**config.mk**
```make
export PLATFORM = sky130hd
export DESIGN_NAME = ls_issue_scheduler
export DESIGN_NICKNAME = d
export VERILOG_FILES = /design/src/rtl/ls_issue_scheduler.sv
export SDC_FILE = /design/constraint.sdc
export NUM_CORES = 1
export LEC_CHECK = 0
export ABC_AREA = 1
export CAP_MARGIN = 5
export CORE_MARGIN = 1
export CORE_UTILIZATION = 45
export CTS_BUF_LIST = sky130_fd_sc_hd__clkbuf_4 sky130_fd_sc_hd__clkbuf_8
export CTS_CLUSTER_SIZE = 12
export DETAILED_ROUTE_END_ITERATION = 8
export PLACE_DENSITY = 0.64
export SYNTH_ARGS = -nofsm -noshare
export SYNTH_HDL_FRONTEND = slang
export SYNTH_SLANG_ARGS = --single-unit
```
**constraint.sdc**
```tcl
create_clock -name clk -period 6.8 [get_ports clk]
set_clock_uncertainty 0.15 [all_clocks]
set_input_delay 2.04 -clock clk [delete_from_list [all_inputs] [get_ports clk]]
set_output_delay 2.04 -clock clk [all_outputs]
set_load 0.02 [all_outputs]
```
**src/rtl/ls_issue_scheduler.sv**
```systemverilog
// Issue scheduler for a 16-entry load/store queue: in-order allocate and retire,
// oldest-legal-first selection into a registered valid/ready memory request.
module ls_issue_scheduler #(
  parameter int DEPTH = 16,
  parameter int PTR_W = 4
) (
  input  logic             clk,
  input  logic             rst,
  input  logic             flush,
  input  logic             alloc_valid,
  input  logic             alloc_store,
  output logic             alloc_ready,
  output logic [PTR_W-1:0] alloc_idx,
  input  logic             rdy_valid,
  input  logic [PTR_W-1:0] rdy_idx,
  output logic             mem_req_valid,
  input  logic             mem_req_ready,
  output logic [PTR_W-1:0] mem_req_idx,
  output logic             mem_req_store,
  input  logic             mem_done,
  input  logic [PTR_W-1:0] mem_done_idx,
  output logic             retire_valid,
  output logic [PTR_W-1:0] retire_idx,
  output logic [PTR_W-1:0] head_ptr,
  output logic             empty
);

  localparam logic [PTR_W:0] FULL = (PTR_W+1)'(DEPTH);

  logic [DEPTH-1:0] valid_q, valid_d, store_q, store_d, ready_q, ready_d;
  logic [DEPTH-1:0] issued_q, issued_d, done_q, done_d;
  logic [PTR_W-1:0] head_q, head_d, tail_q, tail_d;
  logic [PTR_W:0]   count_q, count_d;
  logic             req_valid_q, req_valid_d, req_store_q, req_store_d;
  logic [PTR_W-1:0] req_idx_q, req_idx_d;
  logic             retire_valid_q, retire_valid_d;
  logic [PTR_W-1:0] retire_idx_q, retire_idx_d;

  logic             sel_valid, sel_store, blocked;
  logic [PTR_W-1:0] sel_idx, pos_idx;
  logic             load_en, retire_now, do_alloc;

  // Walk from the head; a pending (unissued) store fences every younger load.
  always_comb begin
    sel_valid = 1'b0;
    sel_store = 1'b0;
    sel_idx   = '0;
    blocked   = 1'b0;
    pos_idx   = '0;
    for (int p = 0; p < DEPTH; p++) begin
      pos_idx = head_q + PTR_W'(p);
      if (!sel_valid && !blocked && valid_q[pos_idx] && ready_q[pos_idx] &&
          !issued_q[pos_idx] && (!store_q[pos_idx] || p == 0)) begin
        sel_valid = 1'b1;
        sel_store = store_q[pos_idx];
        sel_idx   = pos_idx;
      end
      if (valid_q[pos_idx] && store_q[pos_idx] && !issued_q[pos_idx]) blocked = 1'b1;
    end
  end

  always_comb begin
    valid_d        = valid_q;
    store_d        = store_q;
    ready_d        = ready_q;
    issued_d       = issued_q;
    done_d         = done_q;
    head_d         = head_q;
    tail_d         = tail_q;
    req_valid_d    = req_valid_q;
    req_idx_d      = req_idx_q;
    req_store_d    = req_store_q;
    retire_valid_d = 1'b0;
    retire_idx_d   = retire_idx_q;
    load_en        = !req_valid_q || mem_req_ready;
    retire_now     = valid_q[head_q] && done_q[head_q];
    do_alloc       = alloc_valid && alloc_ready;

    if (rdy_valid && valid_q[rdy_idx]) ready_d[rdy_idx] = 1'b1;
    if (mem_done && valid_q[mem_done_idx] && issued_q[mem_done_idx])
      done_d[mem_done_idx] = 1'b1;

    if (load_en) begin
      req_valid_d = sel_valid;
      if (sel_valid) begin
        req_idx_d         = sel_idx;
        req_store_d       = sel_store;
        issued_d[sel_idx] = 1'b1;
      end
    end

    if (retire_now) begin
      retire_valid_d   = 1'b1;
      retire_idx_d     = head_q;
      valid_d[head_q]  = 1'b0;
      store_d[head_q]  = 1'b0;
      ready_d[head_q]  = 1'b0;
      issued_d[head_q] = 1'b0;
      done_d[head_q]   = 1'b0;
      head_d           = head_q + 1'b1;
    end

    // The tail slot is always free while alloc_ready, so it never aliases the retiring head.
    if (do_alloc) begin
      valid_d[tail_q]  = 1'b1;
      store_d[tail_q]  = alloc_store;
      ready_d[tail_q]  = 1'b0;
      issued_d[tail_q] = 1'b0;
      done_d[tail_q]   = 1'b0;
      tail_d           = tail_q + 1'b1;
    end

    count_d = count_q + (PTR_W+1)'(do_alloc) - (PTR_W+1)'(retire_now);
  end

  always_ff @(posedge clk) begin
    if (rst || flush) begin
      valid_q        <= '0;
      store_q        <= '0;
      ready_q        <= '0;
      issued_q       <= '0;
      done_q         <= '0;
      head_q         <= '0;
      tail_q         <= '0;
      count_q        <= '0;
      req_valid_q    <= 1'b0;
      req_idx_q      <= '0;
      req_store_q    <= 1'b0;
      retire_valid_q <= 1'b0;
      retire_idx_q   <= '0;
    end else begin
      valid_q        <= valid_d;
      store_q        <= store_d;
      ready_q        <= ready_d;
      issued_q       <= issued_d;
      done_q         <= done_d;
      head_q         <= head_d;
      tail_q         <= tail_d;
      count_q        <= count_d;
      req_valid_q    <= req_valid_d;
      req_idx_q      <= req_idx_d;
      req_store_q    <= req_store_d;
      retire_valid_q <= retire_valid_d;
      retire_idx_q   <= retire_idx_d;
    end
  end

  assign alloc_ready   = (count_q != FULL);
  assign alloc_idx     = tail_q;
  assign empty         = (count_q == '0);
  assign head_ptr      = head_q;
  assign mem_req_valid = req_valid_q;
  assign mem_req_idx   = req_idx_q;
  assign mem_req_store = req_store_q;
  assign retire_valid  = retire_valid_q;
  assign retire_idx    = retire_idx_q;

endmodule

```
==> flow_summary.json, run 1 <==
{
  "drive_gt1_share_pct": 6.55,
  "grt_antenna_before_repair": 0,
  "grt_max_degree": 84,
  "viasPerCell": 5.90,
  "cts_sinks": 104,
  "port_buffers": 36,
  "cts_inserted_buffers": 9,
  "drtIter0Drc": 1291,
  "antenna_left": 0,
  "clk_pin_slew_ns": 0.12,
  "tns_ns": 0,
  "critical_path_class": "flip-flop to flip-flop",
  "post_cts_resized": 0,
  "wl_mm": 36.7,
  "slew_violations": 0,
  "final_cell_area_um2": 10100,
  "mostFrequentLayoutCells": "415 x nand2_1, 316 x nand3_1, 177 x inv_1, 157 x nor2_1, 103 x dfxtp_1",
  "routabilityCongestion": 1.03,
  "start_util_pct": 46.4,
  "post-place-ws_ns": 1.55,
  "die_area_um2": 21700,
  "period_needed_ns": 5.44,
  "ys_seq_area_share_pct": 21.9,
  "maxCapViolCount": 0,
  "hold_viol": 0,
  "arrival_ns": 5.62,
  "layout_commonest_cell": "nand2_1",
  "synth_top_area_cell": "dfxtp_1",
  "area_growth_pct": 5.87,
  "worst_pin_slew_ns": 1.07,
  "drc_errors": 0,
  "reg2reg_depth": 25,
  "ir_drop_mv": 0.138,
  "syn_nets": 1647,
  "core_area_um2": 20500,
  "fin_ws_ns": 1.36,
  "die_w_um": 147,
  "nets": 1637,
  "rsz0062_at_grt": "no",
  "p_leak_nw": 4.47,
  "slew_headroom_pct": 28.3,
  "synth_top_area_share_pct": 21.9,
  "worstHoldPathType": "flip-flop to flip-flop",
  "holdPathStages": 2,
  "die_h_um": 147,
  "vias": 11000,
  "ys_ff_latch": 104,
  "drt_pass1_iterations": 7,
  "cts-root-buf": "clkbuf_8",
  "grt_overflow": 0,
  "p_per_area_nw_per_um2": 110,
  "nFillCells": 2248,
  "wl_per_cell_um": 19.6,
  "synth.avg_cell_area_um2": 5.92,
  "grt_pass1_wl_mm": 56.0,
  "critPathMaxFanout": 40,
  "period_share_pct": 80.0,
  "cts_hold_buf": 0,
  "dpl-instance-area_um2": 9870,
  "clockBufferDepth": 2,
  "place_hpwl_mm": 27.8,
  "grt_pass1_vias": 9600,
  "postSynthCellCount": 1607,
  "io_pins": 37,
  "ys_warn_count": 0,
  "worstPathRequired_ns": 6.98,
  "cts_tree": "done",
  "cp-start-kind": "flip-flop",
  "syn-cell-area_um2": 9510,
  "status": "finished clean",
  "setup_violations": 0,
  "rows": 52,
  "antenna_cells": 0,
  "h-tree-depth": 3,
  "synth.distinct_cells": 58,
  "endpoint_kind": "flip-flop",
  "cts_setup_buffers": 0,
  "fmax_mhz": 184,
  "track_usage_pct": 33.8,
  "synth_area_leaders": "dfxtp_1 22%, nand3_1 17%, nand2_1 16%, inv_1 7.0%, nor2_1 6.2%",
  "clkLatencyLatePin_ns": 0.40
}
stage by stage:
stage	total power [mW]	std cells	hold slack, ns	util [%]
global placement	0.709	1856	0.290	48.1
global route	1.14	1872	0.348	49.1
detailed placement	0.709	1856	0.298	48.1
floorplan	0.671	1607	0.282	-
CTS	1.11	1872	0.316	49.1
finish	1.11	1872	0.316	49.1
flip-flops by register name (all words and copies together) (netlist names):
| register | count |
|---|---|
| done_q | 16 |
| issued_q | 16 |
| ready_q | 16 |
| store_q | 16 |
| valid_q | 16 |
| count_q | 5 |
| alloc_idx | 4 |
| head_ptr | 4 |
| mem_req_idx | 4 |
| retire_idx | 4 |
| mem_req_store | 1 |
| mem_req_valid | 1 |
| retire_valid | 1 |
cell families after synthesis:
logic type      count (synthesis)  synth area share, %
flops                         104                 21.9
simple gates                  972                 45.8
fa+ha+maj                      24                 3.24
compound gates                233                 15.1
mux                             1                0.105
xor+xnor                        8                 1.29
buf+inv                       265                 12.6
synth_stat cells (all sizes together):
master,number
o21ai,83
o21a,4
or2,3
nand2,426
mux2i,1
ha,23
a221oi,1
nand4,28
a22oi,18
dfxtp,104
clkbuf,18
or3,1
a32o,2
xor2,6
inv,192
nand3,325
a21boi,1
a31oi,35
nor4,2
xnor2,2
o21bai,1
nor2,176
fa,1
and2,2
nor3,7
nand3b,1
a21oi,51
o2111ai,3
a311oi,1
a22o,2
buf,52
o211ai,9
nor3b,1
o22ai,8
o221ai,14
clkinv,3
worst paths after layout:
check | start | slack, ns | to
worst max-delay path | head_ptr[1]$_SDFFE_PP0P_ | 1.36 | issued_q[0]$_SDFF_PP0_
worst min-delay path | done_q[15]$_SDFF_PP0_ | 0.32 | done_q[15]$_SDFF_PP0_
worst max register to register | head_ptr[1]$_SDFFE_PP0P_ | 1.36 | issued_q[0]$_SDFF_PP0_
worst min register to register | done_q[15]$_SDFF_PP0_ | 0.32 | done_q[15]$_SDFF_PP0_
area by class of cell:
class	count	area, µm²	share of cell area [%]
Timing Repair Buffer	49	458	4.55
Multi-Input combinational cell	1238	6240	61.9
Clock buffer	10	138	1.37
Inverter	195	749	7.44
Sequential cell	104	2080	20.7
Tap cell	270	338	3.35
Clock inverter	6	66.3	0.659
power breakdown:
| group | internal, mW | switching, mW | total (mW) |
|---|---|---|---|
| logic | 0.0242 | 0.0580 | 0.0821 |
| clock network | 0.156 | 0.254 | 0.409 |
| registers | 0.611 | 0.00374 | 0.615 |
| total | 0.791 | 0.315 | 1.11 |
critical path, cell delays in order (launching register included):
cell	delay [ns]
dfxtp_1	0.33
inv_2	0.21
buf_4	0.48
ha_1	0.32
buf_4	0.29
inv_4	0.43
nand3_1	0.19
nand3_1	0.12
nand2_1	0.09
nand2_1	0.07
nand2_1	0.13
nand3_2	0.14
nand3_2	0.13
nor2_4	0.16
nand4_2	0.13
nor2_2	0.16
nand4_2	0.12
a21oi_2	0.19
nand3_1	0.11
nor2_2	0.23
nor3_1	0.12
nor2_2	0.37
nand3_1	0.19
nor2_2	0.26
nand2_1	0.10
a21oi_1	0.14
per-layer routing:
metal	share of wire [%]	up-vias	global-route usage [%]
met3	9.6	94	5.68
li1	-	5340	-
met2	44	590	53.0
met5	0	-	0
met1	42	5025	46.0
met4	3.9	0	13.4
Note: power is estimated with default switching activity, not from simulation.
==> inputs of run 2 (changes only) <==
==> constraint.sdc (replaced) <==
create_clock -name clk -period 5.6 [get_ports clk]
set_clock_uncertainty 0.15 [all_clocks]
set_input_delay 1.68 -clock clk [delete_from_list [all_inputs] [get_ports clk]]
set_output_delay 1.68 -clock clk [all_outputs]
set_load 0.02 [all_outputs]
==> run 2 against run 1 <==
Utilization up 0.43 points. Routed wire length rose by 2.3%. Register-to-register slack got worse by 0.80 ns. Sequential power increased by 21%. Global-route usage rose by 1.2 points. Critical path depth is 1 lower. Largest power group unchanged. Maximum frequency grew 8.0%.
==> flow_summary.json, run 2 (synthesis gave the netlist of run 1 again) <==
{
  "layout_commonest_cell": "nand2_1",
  "clk_pin_slew_ns": 0.12,
  "arrival_ns": 5.22,
  "die_area_um2": 21700,
  "p_sw_share_pct": 27.8,
  "core_area_um2": 20500,
  "drt_pass1_iterations": 6,
  "rsz0062_at_grt": "no",
  "nets": 1647,
  "clockBufferDepth": 2,
  "final_cells": 1882,
  "hold_slack_ns": 0.324,
  "holdPathStages": 2,
  "track_usage_pct": 35.0,
  "drc_errors": 0,
  "start_util_pct": 46.4,
  "worst_path_max_delay_cell": "clkinv_1",
  "endpoint_kind": "flip-flop",
  "drtIter0Drc": 1227,
  "wl_mm": 37.6,
  "fmax_mhz": 199,
  "drive_gt1_share_pct": 7.13,
  "dpl-instance-area_um2": 9940,
  "maxCapViolCount": 0,
  "reg2reg_depth": 24,
  "cts_inserted_buffers": 9,
  "die_h_um": 147,
  "cp-start-kind": "flip-flop",
  "rows": 52,
  "place_hpwl_mm": 29.4,
  "internal-power_uw": 992,
  "ir_drop_mv": 0.139,
  "cts_hold_buf": 0,
  "grt_overflow": 0,
  "setup_violations": 0,
  "clkPwrFrac_pct": 38.1,
  "status": "finished clean",
  "slew_headroom_pct": 27.7,
  "post_cts_resized": 0,
  "antenna_cells": 0,
  "cts_tree": "done",
  "h-tree-depth": 3,
  "cp_top_family": "simple AND/OR/NAND/NOR gates",
  "p_seq_share_pct": 54.4,
  "critical_path_buf_inv_count": 4,
  "critPathMaxFanout": 22,
  "grt_pass1_wl_mm": 57.5,
  "vias": 11000,
  "grt_max_degree": 74,
  "tns_ns": 0,
  "cpPeakStageDelay_ns": 0.47,
  "cts_sinks": 104,
  "dp_cells": 1866,
  "grt_pass1_vias": 9675,
  "switchingPower_uw": 381,
  "antenna_left": 0,
  "grt_antenna_before_repair": 0,
  "period_share_pct": 89.9,
  "cp_cell_sequence": "buf_4 > inv_2 > buf_4 > ha_1 > clkinv_1 > nand3_1 > nand2_1 > nand2_1 > nand2_1 > nand3_1 > nand3_2 > nor2_4 > nand4_2 > nor2_2 > nand4_2 > a21oi_2 > nand3_1 > nor2_2 > nor3_1 > nor2_2 > nand3_1 > nor2_2 > nand2_1 > a21oi_1",
  "p_per_area_nw_per_um2": 135,
  "cts_setup_buffers": 0,
  "io_pins": 37,
  "slew_violations": 0,
  "wl_per_cell_um": 20.0,
  "routabilityCongestion": 1.05,
  "clkLatencyLatePin_ns": 0.40,
  "viasPerCell": 5.85,
  "p_leak_nw": 4.53,
  "worstPathRequired_ns": 5.78,
  "pwr-share-comb_pct": 7.5,
  "port_buffers": 36,
  "period_needed_ns": 5.03,
  "hold_viol": 0,
  "mostFrequentLayoutCells": "415 x nand2_1, 316 x nand3_1, 177 x inv_1, 157 x nor2_1, 103 x dfxtp_1",
  "area_growth_pct": 6.79,
  "worstHoldPathType": "flip-flop to flip-flop",
  "worst_pin_slew_ns": 1.08,
  "final_cell_area_um2": 10200,
  "path_depth": 24,
  "die_w_um": 147,
  "cts-root-buf": "clkbuf_8",
  "critical_path_class": "flip-flop to flip-flop"
}
-- run 2: final timing paths --
kind | endpoint | start | slack, ns
setup / recovery | issued_q[8]$_SDFF_PP0_ | head_ptr[1]$_SDFFE_PP0P_ | 0.57
hold / removal | retire_idx[0]$_SDFFE_PP0P_ | retire_idx[0]$_SDFFE_PP0P_ | 0.32
setup reg to reg | issued_q[8]$_SDFF_PP0_ | head_ptr[1]$_SDFFE_PP0P_ | 0.57
hold reg to reg | retire_idx[0]$_SDFFE_PP0P_ | retire_idx[0]$_SDFFE_PP0P_ | 0.32
-- run 2: worst register-to-register path, cell delays in order (launching register included) --
cell and delay [ns]:
dfxtp_1 0.35, buf_4 0.24, inv_2 0.07, buf_4 0.22, ha_1 0.33, clkinv_1 0.47
nand3_1 0.29, nand2_1 0.09, nand2_1 0.06, nand2_1 0.12, nand3_1 0.14, nand3_2 0.13
nor2_4 0.15, nand4_2 0.12, nor2_2 0.16, nand4_2 0.13, a21oi_2 0.19, nand3_1 0.11
nor2_2 0.22, nor3_1 0.12, nor2_2 0.39, nand3_1 0.21, nor2_2 0.27, nand2_1 0.10
a21oi_1 0.12
-- run 2: area by class of cell --
type                            instances  area, µm²
Fill cell                            2229      10300
Multi-Input combinational cell       1238       6240
Sequential cell                       104       2080
Inverter                              195        749
Timing Repair Buffer                   59        533
Tap cell                              270        338
Clock buffer                            9        124
Clock inverter                          7       92.6
-- run 2: through the flow --
| step | worst slack [ns] | total power, mW | util [%] |
|---|---|---|---|
| 2_1_floorplan | 1.31 | 0.815 | - |
| 3_3_place_gp | 0.830 | 0.864 | 48.5 |
| 3_5_place_dp | 0.703 | 0.865 | 48.5 |
| 4_1_cts | 0.662 | 1.38 | 49.6 |
| 5_1_grt | 0.126 | 1.42 | 49.6 |
| 6_report | 0.566 | 1.37 | 49.6 |
-- run 2: metal layers --
metal  wire, µm  part of all wire [%]  up-vias  global-route usage, %
li1           -                     -     5355                      -
met1      16400                    44     5040                   48.7
met2      16500                    44      531                   54.7
met3       3140                   8.3       83                   3.58
met4       1540                   4.1        0                   15.1
met5          0                     0        -                      0
-- run 2: power by group through the flow --
stage / sequential (mW) / combinational [mW] / clock, mW
floorplan: 0.762 / 0.0525 / 0
global placement: 0.764 / 0.100 / 0
detailed placement: 0.764 / 0.102 / 0
CTS: 0.747 / 0.102 / 0.530
global route: 0.747 / 0.111 / 0.558
finish: 0.747 / 0.104 / 0.523
==> inputs of run 3 (changes only) <==
--- a/config.mk
+++ b/config.mk
@@ -7,7 +7,6 @@
 export LEC_CHECK = 0
 export ABC_AREA = 1
 export CAP_MARGIN = 5
-export CORE_MARGIN = 1
 export CORE_UTILIZATION = 45
 export CTS_BUF_LIST = sky130_fd_sc_hd__clkbuf_4 sky130_fd_sc_hd__clkbuf_8
 export CTS_CLUSTER_SIZE = 12
==> results of run 3 <==
No change in the layout: final DEF, timing and power equal those of run 2.
